File: src/rtl/buff_fifo_if.sv
// ----------------------------------------------------------------------------
// dti: valid/ready streaming interface.
//
// Transfer happens on a rising clock edge when valid and ready are both high.
// Once valid is raised the producer keeps data stable and valid high until the
// transfer completes.
//
// Signals:
//   data   [W-1:0]  payload, driven by the producer
//   valid           payload present, driven by the producer
//   ready           sink can accept, driven by the consumer
//
// Modports:
//   producer / master : drives data and valid, observes ready
//   consumer / slave  : observes data and valid, drives ready
// ----------------------------------------------------------------------------
interface dti #(
    parameter int W = 16
);
    logic [W-1:0] data;
    logic         valid;
    logic         ready;

    modport producer (output data, output valid, input  ready);
    modport consumer (input  data, input  valid, output ready);

    // Aliases for code that names the ends by bus role.
    modport master   (output data, output valid, input  ready);
    modport slave    (input  data, input  valid, output ready);
endinterface : dti

File: src/rtl/buff_fifo.sv
// ----------------------------------------------------------------------------
// buff_fifo: DEPTH-entry circular buffer between two dti streams.
//
// Decouples a producer from a consumer and sustains one transfer per cycle
// when DEPTH >= 2. With FALLTHROUGH=1 an empty buffer passes the input word
// straight to the output in the same cycle. din.ready depends only on
// registered occupancy, so there is no combinational path from dout.ready to
// din.ready.
//
// Parameters:
//   DEPTH        number of storage entries (>= 1, any value)
//   FALLTHROUGH  0: registered output, 1: zero-latency bypass when empty
//
// Ports:
//   clk    clock
//   rst    synchronous, active-high reset
//   din    dti consumer end (input stream)
//   dout   dti producer end (output stream)
//   level  number of stored entries, registered
// ----------------------------------------------------------------------------
module buff_fifo #(
    parameter int DEPTH       = 2,
    parameter bit FALLTHROUGH = 1'b0
) (
    input  logic                       clk,
    input  logic                       rst,
    dti.consumer                       din,
    dti.producer                       dout,
    output logic [$clog2(DEPTH+1)-1:0] level
);

    localparam int W_IN  = $bits(din.data);
    localparam int W_OUT = $bits(dout.data);
    localparam int W     = W_IN;
    localparam int LW    = $clog2(DEPTH + 1);
    localparam int PW    = (DEPTH > 1) ? $clog2(DEPTH) : 1;

    localparam logic [LW-1:0] FULL_COUNT = LW'(DEPTH);
    localparam logic [PW-1:0] LAST_PTR   = PW'(DEPTH - 1);

    // ------------------------------------------------------------------
    // Elaboration checks
    // ------------------------------------------------------------------
    if (W_IN != W_OUT) begin : g_width_check
        $error("buff_fifo: din data width %0d differs from dout data width %0d",
               W_IN, W_OUT);
    end

    if (DEPTH < 1) begin : g_depth_check
        $error("buff_fifo: DEPTH must be at least 1, got %0d", DEPTH);
    end

    // ------------------------------------------------------------------
    // State
    // ------------------------------------------------------------------
    logic [W-1:0]  mem_q [DEPTH];
    logic [PW-1:0] wr_ptr_q, wr_ptr_d;
    logic [PW-1:0] rd_ptr_q, rd_ptr_d;
    logic [LW-1:0] count_q,  count_d;

    // Handshake and control
    logic         empty;
    logic         full;
    logic         in_ready;
    logic         out_valid;
    logic [W-1:0] out_data;
    logic         push;
    logic         pop;
    logic         bypass;
    logic         wr_en;
    logic         rd_en;

    // Wraps exactly at DEPTH-1, so non-power-of-two depths need no spare slot.
    function automatic logic [PW-1:0] advance(input logic [PW-1:0] ptr);
        return (ptr == LAST_PTR) ? '0 : ptr + 1'b1;
    endfunction

    // ------------------------------------------------------------------
    // Handshake outputs
    // ------------------------------------------------------------------
    always_comb begin
        // NOTE: every signal assigned in a combinational block gets a default
        // first, so no path leaves it unassigned and no latch is inferred.
        out_valid = 1'b0;
        out_data  = mem_q[rd_ptr_q];

        empty    = (count_q == '0);
        full     = (count_q == FULL_COUNT);
        // A full buffer refuses a push even when a pop frees a slot this
        // cycle; keeps din.ready free of any dout.ready dependency.
        in_ready = !rst && !full;

        if (FALLTHROUGH) begin
            out_valid = !rst && (!empty || din.valid);
            out_data  = empty ? din.data : mem_q[rd_ptr_q];
        end else begin
            out_valid = !rst && !empty;
        end
    end

    assign din.ready  = in_ready;
    assign dout.valid = out_valid;
    assign dout.data  = out_data;
    assign level      = count_q;

    // ------------------------------------------------------------------
    // Next-state logic
    // ------------------------------------------------------------------
    always_comb begin
        push   = din.valid && in_ready;
        pop    = out_valid && dout.ready;
        // Bypassed word goes straight through: storage and pointers untouched.
        bypass = FALLTHROUGH && empty && push && pop;
        wr_en  = push && !bypass;
        rd_en  = pop  && !bypass;

        wr_ptr_d = wr_en ? advance(wr_ptr_q) : wr_ptr_q;
        rd_ptr_d = rd_en ? advance(rd_ptr_q) : rd_ptr_q;

        count_d = count_q;
        unique case ({wr_en, rd_en})
            2'b10:   count_d = count_q + 1'b1;
            2'b01:   count_d = count_q - 1'b1;
            default: count_d = count_q;
        endcase
    end

    // ------------------------------------------------------------------
    // Registers
    // ------------------------------------------------------------------
    always_ff @(posedge clk) begin
        // NOTE: sequential state uses non-blocking assignments so every
        // register samples the values from before this edge.
        if (rst) begin
            wr_ptr_q <= '0;
            rd_ptr_q <= '0;
            count_q  <= '0;
        end else begin
            wr_ptr_q <= wr_ptr_d;
            rd_ptr_q <= rd_ptr_d;
            count_q  <= count_d;
        end
    end

    // NOTE: storage is deliberately not reset; count gates what is visible,
    // and leaving the array reset-free lets it map onto RAM or plain flops.
    always_ff @(posedge clk) begin
        if (!rst && wr_en) begin
            mem_q[wr_ptr_q] <= din.data;
        end
    end

endmodule : buff_fifo

File: src/flat_wrapper.sv
// flat-port wrapper written by rule: the top's interface ports become plain ports
module buff_fifo_flat 
#(
    parameter int DEPTH       = 2,
    parameter bit FALLTHROUGH = 1'b0
)
  (clk, rst, level, din_data, din_valid, din_ready, dout_data, dout_valid, dout_ready);
  dti #(.W(16)) din_i ();
  dti #(.W(16)) dout_i ();
  input  logic clk;
  input  logic rst;
  output logic [$clog2(DEPTH+1)-1:0] level;
  input wire logic [$bits(din_i.data)-1:0] din_data;
  input wire logic [$bits(din_i.valid)-1:0] din_valid;
  output wire logic [$bits(din_i.ready)-1:0] din_ready;
  output wire logic [$bits(dout_i.data)-1:0] dout_data;
  output wire logic [$bits(dout_i.valid)-1:0] dout_valid;
  input wire logic [$bits(dout_i.ready)-1:0] dout_ready;
  assign din_i.data = din_data;
  assign din_i.valid = din_valid;
  assign din_ready = din_i.ready;
  assign dout_data = dout_i.data;
  assign dout_valid = dout_i.valid;
  assign dout_i.ready = dout_ready;
  buff_fifo #(.DEPTH(DEPTH), .FALLTHROUGH(FALLTHROUGH)) u_core (.clk(clk), .rst(rst), .din(din_i), .dout(dout_i), .level(level));
endmodule
File: config.mk
export PLATFORM = sky130hd
export DESIGN_NAME = buff_fifo_flat
export DESIGN_NICKNAME = d
export VERILOG_FILES = /design/src/rtl/buff_fifo_if.sv /design/src/rtl/buff_fifo.sv /design/src/flat_wrapper.sv
export SDC_FILE = /design/constraint.sdc
export NUM_CORES = 1
export LEC_CHECK = 0
export BUFFER_PORTS_ARGS = -buffer_cell sky130_fd_sc_hd__clkbuf_2
export CORE_AREA = 10 10 86 88
export CTS_CLUSTER_SIZE = 8
export DETAILED_ROUTE_END_ITERATION = 8
export DIE_AREA = 0 0 96 98
export PLACE_DENSITY = 0.44
export SLEW_MARGIN = 20
export SYNTH_ARGS = -nofsm -noshare
export SYNTH_HDL_FRONTEND = slang
export SYNTH_SLANG_ARGS = --single-unit
File: constraint.sdc
create_clock -name clk -period 2.55 [get_ports clk]
set_clock_uncertainty 0.2 [all_clocks]
set_input_delay 0.1275 -clock clk [delete_from_list [all_inputs] [get_ports clk]]
set_output_delay 0.1275 -clock clk [all_outputs]
set_load 0.01 [all_outputs]
==> key figures, run 1 <==
Placement
  – Placed wire-length estimate: 2180 um
  – Port Buffers: 39
  – Dpl cells: 192
  – Gpl congestion: 0.716

Timing
  – RSZ-0062 raised after global routing: false
  – Crit path time final: 2050 ps
  – Fin. max-slew vios: 0
  – WHS: 30.2 ps
  – Slew headroom: 0.477
  – Final Hold Vio Count: 0
  – FMAX: 487 MHz
  – Tightest Pin Transition: 783 ps
  – Final worst-path cycle share: 0.804
  – Setup-failing EPs final: 0
  – Final TNS setup: 0 ps

Drt
  – 1st-iter DRT viols: 29
  – Drt drc: 0
  – Remaining antenna violation count: 0
  – Vias per cell: 3.96
  – Post-Route WL: 2980 um
  – Via count: 864
  – Drt first pass iters: 2
  – Avg WL per Cell: approximately 14 um

CTS
  – TritonCTS Buffers: 5
  – CTS tree: built
  – Bufs on Longest Clock Path: 2
  – Worst-path clk slew: 70 ps
  – Root Driver: clkbuf_8
  – Clock Latency Late Sink: 280 ps
  – H-Tree Depth: 2
  – Num Clock Sinks: 37
  – Postcts setup bufs: 0

Final layout
  – Fillers: between 500 and 600
  – Most frequent cells in the layout: 39 x clkbuf_2, 32 x edfxtp_1, 18 x dlygate4sd3_1
  – Share of layout cells above drive strength 1: 0.462
  – Reg area: 1060 um^2
  – P&R area growth vs syn: 44.7%
  – Multi-input logic area: 310 um^2
  – Nets: 163
  – Most common cell after layout, fill and taps aside: clkbuf_2
  – Fin cells: 218
  – ANT cells: 0

GRT
  – First-pass GRT wire length: 4770 um
  – Vias in the first global route: 982
  – Initial antenna violation count: 0
  – GR Overflow Total: 0
  – GRT Util Overall: 0.0651
  – Largest net degree at the start of global routing: 17

Floorplanning
  – Row cnt: 28
  – CORE AREA: roughly 5700 um^2
  – Ports: 40
  – Initial Utilization: 0.241
  – Die H: 98 um
  – Die Wd: between 90 and 100 um
  – Die ar.: 9410 um^2

Synthesis
  – Synth area leader: edfxtp_1
  – Post-synthesis sequential area ratio: 0.765
  – Seq cells post-synth: 37
  – Syn_nets: 100
  – Syn_area_per_cell: 17.5 um^2
  – Distinct cells, synth: 16
  – Post-Syn Area: 1390 um^2
  – YS warnings: 0
  – Post-Synthesis Cells: 79
  – Post-synth top area share: 0.693
  – Leading post-synthesis cells by cell area: edfxtp_1 69%, mux2_2 13%, dfxtp_1 7.2%

Worst setup path
  – CP max FO: 8
  – Setup Crit Path Kind: in -> reg
  – Crit. End Element: flop
  – Family with the most delay on the worst path: simple AND/OR/NAND/NOR gates
  – Crit path buffers/inverters: 2
  – Crit-path max cell delay: 530 ps
  – Worst path slowest cell: dlygate4sd3_1
  – Crit path cell chain: dlygate4sd3_1, clkbuf_2, or3_1, ha_1, or3_1, a21oi_1
  – Critical Path RT: 2560 ps
  – Setup crit start kind: input pin
  – CP most frequent cell: or3_1
  – Crit path DAT: ~2100 ps

Power
  – Leak Pwr: 0.772 nW
  – Peak supply drop: 0.000345 V
  – Pwr dens: 749 nW/um^2

Outcome
  – Status: finished, final reports clean

Job
  – Maxcap violations: 0

Min path
  – HP Class: in -> reg
-- layout make-up --
cell class,count,share of cell area
Timing Repair Buffer,59,0.201
Inverter,1,0.00187
Clock inverter,3,0.0324
Tap cell,75,0.0468
Sequential cell,37,0.529
Multi-Input combinational cell,38,0.155
Clock buffer,5,0.0343
-- path summary, 6_finish.rpt --
| kind | startpoint | to | slack (ps) | depth (start not counted) |
|---|---|---|---|---|
| hold reg to reg | u_core.rd_ptr_q | u_core.rd_ptr_q | 310 | 2 |
| hold / removal | dout_ready | u_core.rd_ptr_q | 30 | 4 |
| setup / recovery | rst | u_core.level[1] | 500 | 6 |
| setup reg to reg | u_core.level[0] | u_core.level[1] | 510 | 5 |
-- worst min-delay path: cells and delay by family --
kind | cells | cell delay, ps
AOI/OAI and AO/OA | 1 | 100
buffers and inverters | 1 | 90
xor gates and xnor gates | 1 | 90
and+or+nand+nor | 1 | 70
-- flip-flops by register name (all words and copies together), names as in the netlist, named ones only --
signal / count
u_core.level: 2
u_core.mem_q: 32
u_core.wr_ptr_q: 1
u_core.rd_ptr_q: 1
-- cells by family (layout without fill, tap and decap cells) --
group / count (synthesis) / count (layout) / share of synthesized area
simple gates: 13 / 13 / 0.0460
xor+xnor: 3 / 3 / 0.0190
mux: 16 / 16 / 0.130
fa+ha+maj: 1 / 1 / 0.00902
flops: 37 / 37 / 0.765
compound gates: 5 / 5 / 0.0180
buf+inv: 4 / 68 / 0.0126
-- routing by layer --
layer,up-vias,global-route usage,wire length [um]
met4,0,0.0204,16
met3,2,0.0391,308
met5,-,0,0
met1,409,0.0741,1310
li1,418,-,-
met2,35,0.0989,1350
-- metrics by stage --
stage	area (um^2)	setup slack [ps]	power [mW]	util
finish	2010	499	1.50	0.349
global route	2010	431	1.58	0.349
CTS	2010	470	1.53	0.349
detailed placement	1690	537	0.908	0.294
global placement	1690	626	0.903	0.294
floorplan	1390	370	0.825	-
-- power by group --
part / switching, mW / internal (mW)
combinational: 0.0860 / 0.106
clock: 0.202 / 0.388
sequential: 0.0290 / 0.692
total: 0.317 / 1.19
-- Yosys cell counts, drive strengths merged --
| library cell | number |
|---|---|
| buf | 2 |
| edfxtp | 32 |
| nor2 | 7 |
| o21ai | 3 |
| or3 | 3 |
| dfxtp | 5 |
| and3 | 1 |
| mux2 | 16 |
| inv | 1 |
| clkbuf | 1 |
| a21oi | 2 |
| nor2b | 1 |
| and2 | 1 |
| ha | 1 |
| xor2 | 2 |
| xnor2 | 1 |
-- what timing repair did --
action	CTS	global route
hold endpoints to repair	37	0
hold buffers	18	0
resized for setup	0	0
No activity file was read; power rests on OpenSTA's default activity.
==> run 2, diff against run 1 <==
--- a/config.mk
+++ b/config.mk
@@ -10,7 +10,7 @@
 export CTS_CLUSTER_SIZE = 8
 export DETAILED_ROUTE_END_ITERATION = 8
 export DIE_AREA = 0 0 96 98
-export PLACE_DENSITY = 0.44
+export PLACE_DENSITY = 0.45
 export SLEW_MARGIN = 20
 export SYNTH_ARGS = -nofsm -noshare
 export SYNTH_HDL_FRONTEND = slang
==> constraint.sdc (replaced) <==
create_clock -name clk -period 1.7 [get_ports clk]
set_clock_uncertainty 0.2 [all_clocks]
set_input_delay 0.085 -clock clk [delete_from_list [all_inputs] [get_ports clk]]
set_output_delay 0.085 -clock clk [all_outputs]
set_load 0.01 [all_outputs]
==> run 2 against run 1 <==
Net effect: the run now ends with negative setup slack left; utilization grew 2.8 points; clock-buffer cell count unchanged; clock power grew 47%; design area grew 8.1%; critical path type is now reg -> reg; critical endpoint unchanged.
==> key figures, run 2 (synthesized netlist as in run 1, its figures left out) <==
Final layout
  – Most frequent cells in the layout: 39 x clkbuf_2, 32 x edfxtp_1, 20 x dlygate4sd3_1 (was 39 x clkbuf_2, 32 x edfxtp_1, 18 x dlygate4sd3_1)
  – Layout Utilization: 0.377 (was 0.349)
  – Max FFs per register: 32 (unchanged)
  – Most common cell after layout, fill and taps aside: clkbuf_2 (unchanged)
  – Most flop-heavy register: u_core.mem_q (unchanged)
  – ANT cells: 0 (unchanged)
  – P&R area growth vs syn: 56.4% (was 44.7%)
  – Fin area: 2170 um^2 (was 2010 um^2)
  – Share of layout cells above drive strength 1: 0.541 (was 0.462)
  – Nets: 177 (was 163)

Placement
  – Port Buffers: 39 (unchanged)
  – Post-Place Cell Area: 1820 um^2 (was 1690 um^2)
  – Pre-CTS WS: -90.6 ps (was 537 ps)
  – Placed wire-length estimate: 2280 um (was 2180 um)
  – Gpl congestion: 0.687 (was 0.716)

Timing
  – Fin. max-slew vios: 0 (unchanged)
  – Final Hold Vio Count: 0 (unchanged)
  – RSZ-0062 raised after global routing: true (was false)
  – Final worst-path cycle share: 1.06
  – Slew headroom: 0.840 (was 0.477)
  – Crit path time final: 1800 ps
  – FMAX: around 560 MHz
  – Setup ws final: -101 ps (was 499 ps)
  – Tightest Pin Transition: 238 ps (was 783 ps)
  – Setup-failing EPs final: 3 (was 0)

Drt
  – Avg WL per Cell: 12.9 um (was 13.7 um)
  – Post-Route WL: 2980 um (about the same)
  – Drt drc: 0 (unchanged)
  – 1st-iter DRT viols: 10 (was 29)
  – Via count: 914 (was 864)
  – Remaining antenna violation count: 0 (unchanged)
  – Vias per cell: 3.94 (was 3.96)
  – Drt first pass iters: 3 (was 2)

Worst setup path
  – Setup crit start kind: flop (was input pin)
  – Crit-path max cell delay: 350 ps (was 530 ps)
  – Setup Crit Path Kind: reg -> reg (was in -> reg)
  – Critical Path RT: 1710 ps (was 2560 ps)
  – Worst path slowest cell: or3_4 (was dlygate4sd3_1)
  – Crit. End Element: flop (unchanged)
  – Crit path DAT: 1810 ps (was 2070 ps)
  – CP max FO: 3 (was 8)
  – Crit path cell chain: nor2b_4, or3_4, ha_4, xnor2_2, or3_1, a21oi_1 (was dlygate4sd3_1, clkbuf_2, or3_1, ha_1, or3_1, a21oi_1)

CTS
  – CTS tree: built (unchanged)
  – Num Clock Sinks: 37 (unchanged)
  – H-Tree Depth: 2 (unchanged)
  – Root Driver: clkbuf_8 (unchanged)
  – Postcts setup bufs: 0 (unchanged)
  – TritonCTS Buffers: 5 (unchanged)
  – Worst-path clk slew: 70 ps (about the same)
  – Bufs on Longest Clock Path: 2 (unchanged)
  – Clock Latency Late Sink: 280 ps (about the same)

Power
  – Pwr dens: 1060 nW/um^2 (was 749 nW/um^2)
  – Peak supply drop: 0.000378 V (was 0.000345 V)
  – Psw: 0.474 mW (was 0.317 mW)
  – Switching fraction of total power: 0.206 (was 0.211)
  – Leak Pwr: 0.848 nW (was 0.772 nW)
  – Int Pwr: 1.83 mW (was 1.19 mW)
  – Share of power burned in registers: 0.460 (was 0.480)
  – Logic gate share of total power: 0.162 (was 0.128)
  – Clock group share of total power: 0.378 (was 0.393)

Floorplanning
  – Initial Utilization: 0.241 (unchanged)
  – CORE AREA: 5750 um^2 (unchanged)
  – Row cnt: 28 (unchanged)
  – Ports: 40 (unchanged)
  – Die H: 98 um (unchanged)
  – Die ar.: 9410 um^2 (unchanged)
  – Die Wd: 96 um (unchanged)

Outcome
  – Failing checks: negative setup slack
  – Status: finished with violations (was finished, final reports clean)

Job
  – Maxcap violations: 0 (unchanged)

GRT
  – First-pass GRT wire length: 5060 um (was 4770 um)
  – Initial antenna violation count: 0 (unchanged)
  – Largest net degree at the start of global routing: 13 (was 17)
  – GRT Util Overall: 0.0682 (was 0.0651)
  – GR Overflow Total: 0 (unchanged)
  – Vias in the first global route: 1001 (was 982)

Min path
  – HP Class: in -> reg (unchanged)
==> run 2: critical path: cells and delay by family, from the launching register on <==
kind | cells | cell delay, ps
AND/OR/NAND/NOR | 3 | 780
XOR/XNOR | 1 | 120
flip-flops | 1 | 330
AO/OA/AOI/OAI | 1 | 120
adder cells (fa/ha/maj) | 1 | 180
==> run 2: path summary, 6_finish.rpt <==
check | to | slack, ps | from | cells past startpoint
setup reg to reg | u_core.level[1] | -100 | u_core.level[1] | 6
hold reg to reg | u_core.rd_ptr_q | 320 | u_core.rd_ptr_q | 2
setup / recovery | u_core.level[1] | -100 | u_core.level[1] | 6
hold / removal | u_core.wr_ptr_q | 30 | din_valid | 4
==> run 2: cell type report <==
| class | count | area (um^2) |
|---|---|---|
| fill | 547 | 3580 |
| sequential | 37 | 1060 |
| timing repair buffer | 73 | 524 |
| multi-input combinational | 38 | 349 |
| tap | 75 | 93.8 |
| clock buffer | 5 | 68.8 |
| clock inverter | 3 | 65.1 |
| inverter | 1 | 3.75 |
==> run 2: layer usage <==
metal  track usage  routed length, um
met4        0.0204                 25
met1        0.0837               1310
met3        0.0352                242
met2         0.101               1400
met5             0                  0
==> run 2: power by group through the flow <==
stage | logic [mW] | registers, mW | clock network (mW)
6_report | 0.373 | 1.06 | 0.870
3_5_place_dp | 0.333 | 1.08 | 0
2_1_floorplan | 0.171 | 1.08 | 0
4_1_cts | 0.373 | 1.06 | 0.907
5_1_grt | 0.411 | 1.06 | 0.951
3_3_place_gp | 0.327 | 1.08 | 0
==> run 2: repair_timing <==
item	in CTS	in global routing
resized for setup	1	3
endpoints found under the setup margin	7	18
pin swaps	1	0
hold endpoints to repair	37	0
hold buffers	20	0
==> run 2: metrics by stage <==
| stage | power (mW) | instances | hold WS (ps) | setup TNS [ps] |
|---|---|---|---|---|
| final | 2.30 | 232 | 33.7 | -104 |
| after global routing | 2.43 | 232 | 76.9 | -743 |
| after CTS | 2.34 | 232 | 25.2 | -115 |
| after detailed placement | 1.41 | 204 | 80.4 | -90.9 |
| after global placement | 1.40 | 204 | 76.9 | -41.9 |
| after floorplan | 1.25 | 79 | -16.1 | -91.2 |
==> run 3, diff against run 2 <==
--- a/config.mk
+++ b/config.mk
@@ -11,6 +11,7 @@
 export DETAILED_ROUTE_END_ITERATION = 8
 export DIE_AREA = 0 0 96 98
 export PLACE_DENSITY = 0.45
+export SETUP_SLACK_MARGIN = 0.15
 export SLEW_MARGIN = 20
 export SYNTH_ARGS = -nofsm -noshare
 export SYNTH_HDL_FRONTEND = slang
==> run 3 against run 2 <==
Net effect: the flow still finishes with violations (negative setup slack); setup slack gained 24 ps; total power shrank 6.9%; non-clock buffer count is the same; sequential share of layout area shrank 3.0 points; clock-buffer cell count grew 1; largest cell class unchanged.
==> key figures, run 3 (synthesized netlist as in run 1, its figures left out) <==
GRT
  – GR Overflow Total: 0 (unchanged)
  – Largest net degree at the start of global routing: 17 (was 13)
  – Vias in the first global route: 1010 (was 1001)
  – GRT Util Overall: 0.0704 (was 0.0682)
  – Initial antenna violation count: 0 (unchanged)
  – First-pass GRT wire length: 5170 um (was 5060 um)

Drt
  – Via count: 918 (was 914)
  – Remaining antenna violation count: 0 (unchanged)
  – Post-Route WL: 3270 um (was 2980 um)
  – Drt drc: 0 (unchanged)
  – Avg WL per Cell: 14.0 um (was 12.9 um)
  – Drt first pass iters: 3 (unchanged)
  – 1st-iter DRT viols: 30 (was 10)
  – Vias per cell: 3.94 (about the same)

Timing
  – Crit path time final: 1780 ps (was 1800 ps)
  – Final Hold Vio Count: 0 (unchanged)
  – FMAX: 563 MHz (was 555 MHz)
  – Final worst-path cycle share: 1.05 (was 1.06)
  – Slew headroom: 0.860 (was 0.840)
  – Setup-failing EPs final: 2 (was 3)
  – Fin. max-slew vios: 0 (unchanged)
  – Setup ws final: -76.7 ps (was -101 ps)
  – Tightest Pin Transition: 207 ps (was 238 ps)
  – WHS: 2.66 ps (was 33.7 ps)
  – RSZ-0062 raised after global routing: true (unchanged)

Power
  – Leak Pwr: 0.927 nW (was 0.848 nW)
  – Psw: 0.510 mW (was 0.474 mW)
  – Pwr dens: 925 nW/um^2 (was 1060 nW/um^2)
  – Logic gate share of total power: 0.232 (was 0.162)
  – Share of power burned in registers: 0.498 (was 0.460)
  – Clock group share of total power: 0.269 (was 0.378)
  – Switching fraction of total power: 0.238 (was 0.206)
  – Int Pwr: 1.63 mW (was 1.83 mW)
  – Peak supply drop: 0.000436 V (was 0.000378 V)

Final layout
  – ANT cells: 0 (unchanged)
  – Reg area: 1070 um^2 (was 1060 um^2)
  – Most frequent cells in the layout: 32 x edfxtp_1, 22 x clkbuf_2, 19 x buf_6 (was 39 x clkbuf_2, 32 x edfxtp_1, 20 x dlygate4sd3_1)
  – Layout Utilization: 0.403 (was 0.377)
  – Share of layout cells above drive strength 1: 0.557 (was 0.541)
  – Nets: 178 (was 177)
  – Multi-input logic area: 432 um^2 (was 349 um^2)
  – Fillers: 559 (was 547)
  – Max FFs per register: 32 (unchanged)
  – Most flop-heavy register: u_core.mem_q (unchanged)
  – Most common cell after layout, fill and taps aside: edfxtp_1 (was clkbuf_2)
  – P&R area growth vs syn: 67.1% (was 56.4%)

Outcome
  – Status: finished with violations (unchanged)
  – Failing checks: negative setup slack (unchanged)

CTS
  – Num Clock Sinks: 37 (unchanged)
  – Clock Latency Late Sink: 280 ps (about the same)
  – Root Driver: clkbuf_8 (unchanged)
  – Bufs on Longest Clock Path: 2 (unchanged)
  – H-Tree Depth: 2 (unchanged)
  – TritonCTS Buffers: 5 (unchanged)
  – CTS tree: built (unchanged)
  – Worst-path clk slew: 70 ps (about the same)

Floorplanning
  – Die ar.: 9410 um^2 (unchanged)
  – Ports: 40 (unchanged)
  – Initial Utilization: 0.241 (unchanged)
  – Row cnt: 28 (unchanged)
  – CORE AREA: 5750 um^2 (unchanged)
  – Die Wd: 96 um (unchanged)
  – Die H: 98 um (unchanged)

Min path
  – HP Class: in -> reg (unchanged)

Worst setup path
  – Crit path DAT: 1790 ps (was 1810 ps)
  – Setup Crit Path Kind: reg -> reg (unchanged)
  – Critical Path RT: 1720 ps (was 1710 ps)
  – Setup crit start kind: flop (unchanged)
  – Crit. End Element: flop (unchanged)
  – CP max FO: 3 (unchanged)

Placement
  – Placed wire-length estimate: 2310 um (was 2280 um)
  – Port Buffers: 39 (unchanged)
  – Gpl congestion: 0.722 (was 0.687)

Job
  – Maxcap violations: 0 (unchanged)
run 3: changes by cell type in the layout (fill, tap and decap cells not counted), sizes merged:
cell and change:
and3 +1, buf +18, bufinv -2, clkbuf -16, clkinv +1, dlygate4sd3 -2
dlymetal6s4s +1
run 3: path summary, 6_finish.rpt:
| path | from | to | slack [ps] | cells after the start |
|---|---|---|---|---|
| max | u_core.level[1] | u_core.level[1] | -80 | 6 |
| min | rst | u_core.level[0] | 3 | 3 |
| min reg2reg | u_core.rd_ptr_q | flop | 310 | 2 |
| max reg2reg | u_core.level[1] | u_core.level[1] | -80 | 6 |
run 3: worst max-delay path: stages, from the launching register on:
cell,delay [ps]
dfxtp_2,330
nor2b_4,120
or3_4,340
ha_4,170
xnor2_2,120
or3_1,300
a21oi_1,120
run 3: power by group through the flow:
stage	clock network, mW	logic, mW	registers [mW]
floorplan	0	0.172	1.08
global placement	0	0.327	1.08
detailed placement	0	0.335	1.08
CTS	0.602	0.413	1.06
global route	0.642	0.538	1.07
finish	0.577	0.497	1.07
run 3: layer usage:
metal | routed length (um) | up-vias | global-route usage
li1 | - | 451 | -
met1 | 1370 | 430 | 0.0778
met2 | 1560 | 33 | 0.110
met3 | 304 | 4 | 0.0406
met4 | 32 | 0 | 0.0238
met5 | 0 | - | 0
run 3: area by class of cell:
class                   instances  share of cell area
flip-flops and latches         37               0.461
well taps                      75              0.0405
inverters                       1             0.00162
multi-input cells              39               0.186
repair buffers                 73               0.275
clock buffers                   6              0.0313
clock inverters                 2             0.00432
run 3: per-stage QoR:
step                      instance area (um^2)  power [mW]  std cells  setup slack, ps  setup TNS [ps]
after global placement                    1800        1.40        203            -47.9           -47.9
final                                     2320        2.14        233            -76.7           -79.5
after global routing                      2320        2.25        233             -142            -720
after floorplan                           1430        1.25         79            -92.0           -92.0
after detailed placement                  1800        1.41        203            -82.9            -203
after CTS                                 2150        2.08        231            -85.1            -211
run 3: what timing repair did:
action | in CTS | in global routing
gates cloned | 1 | 1
pin swaps | 3 | 2
hold buffers | 19 | 0
resized for setup | 21 | 49
setup buffers | 0 | 1
endpoints found under the setup margin | 46 | 50
hold endpoints to repair | 37 | 0
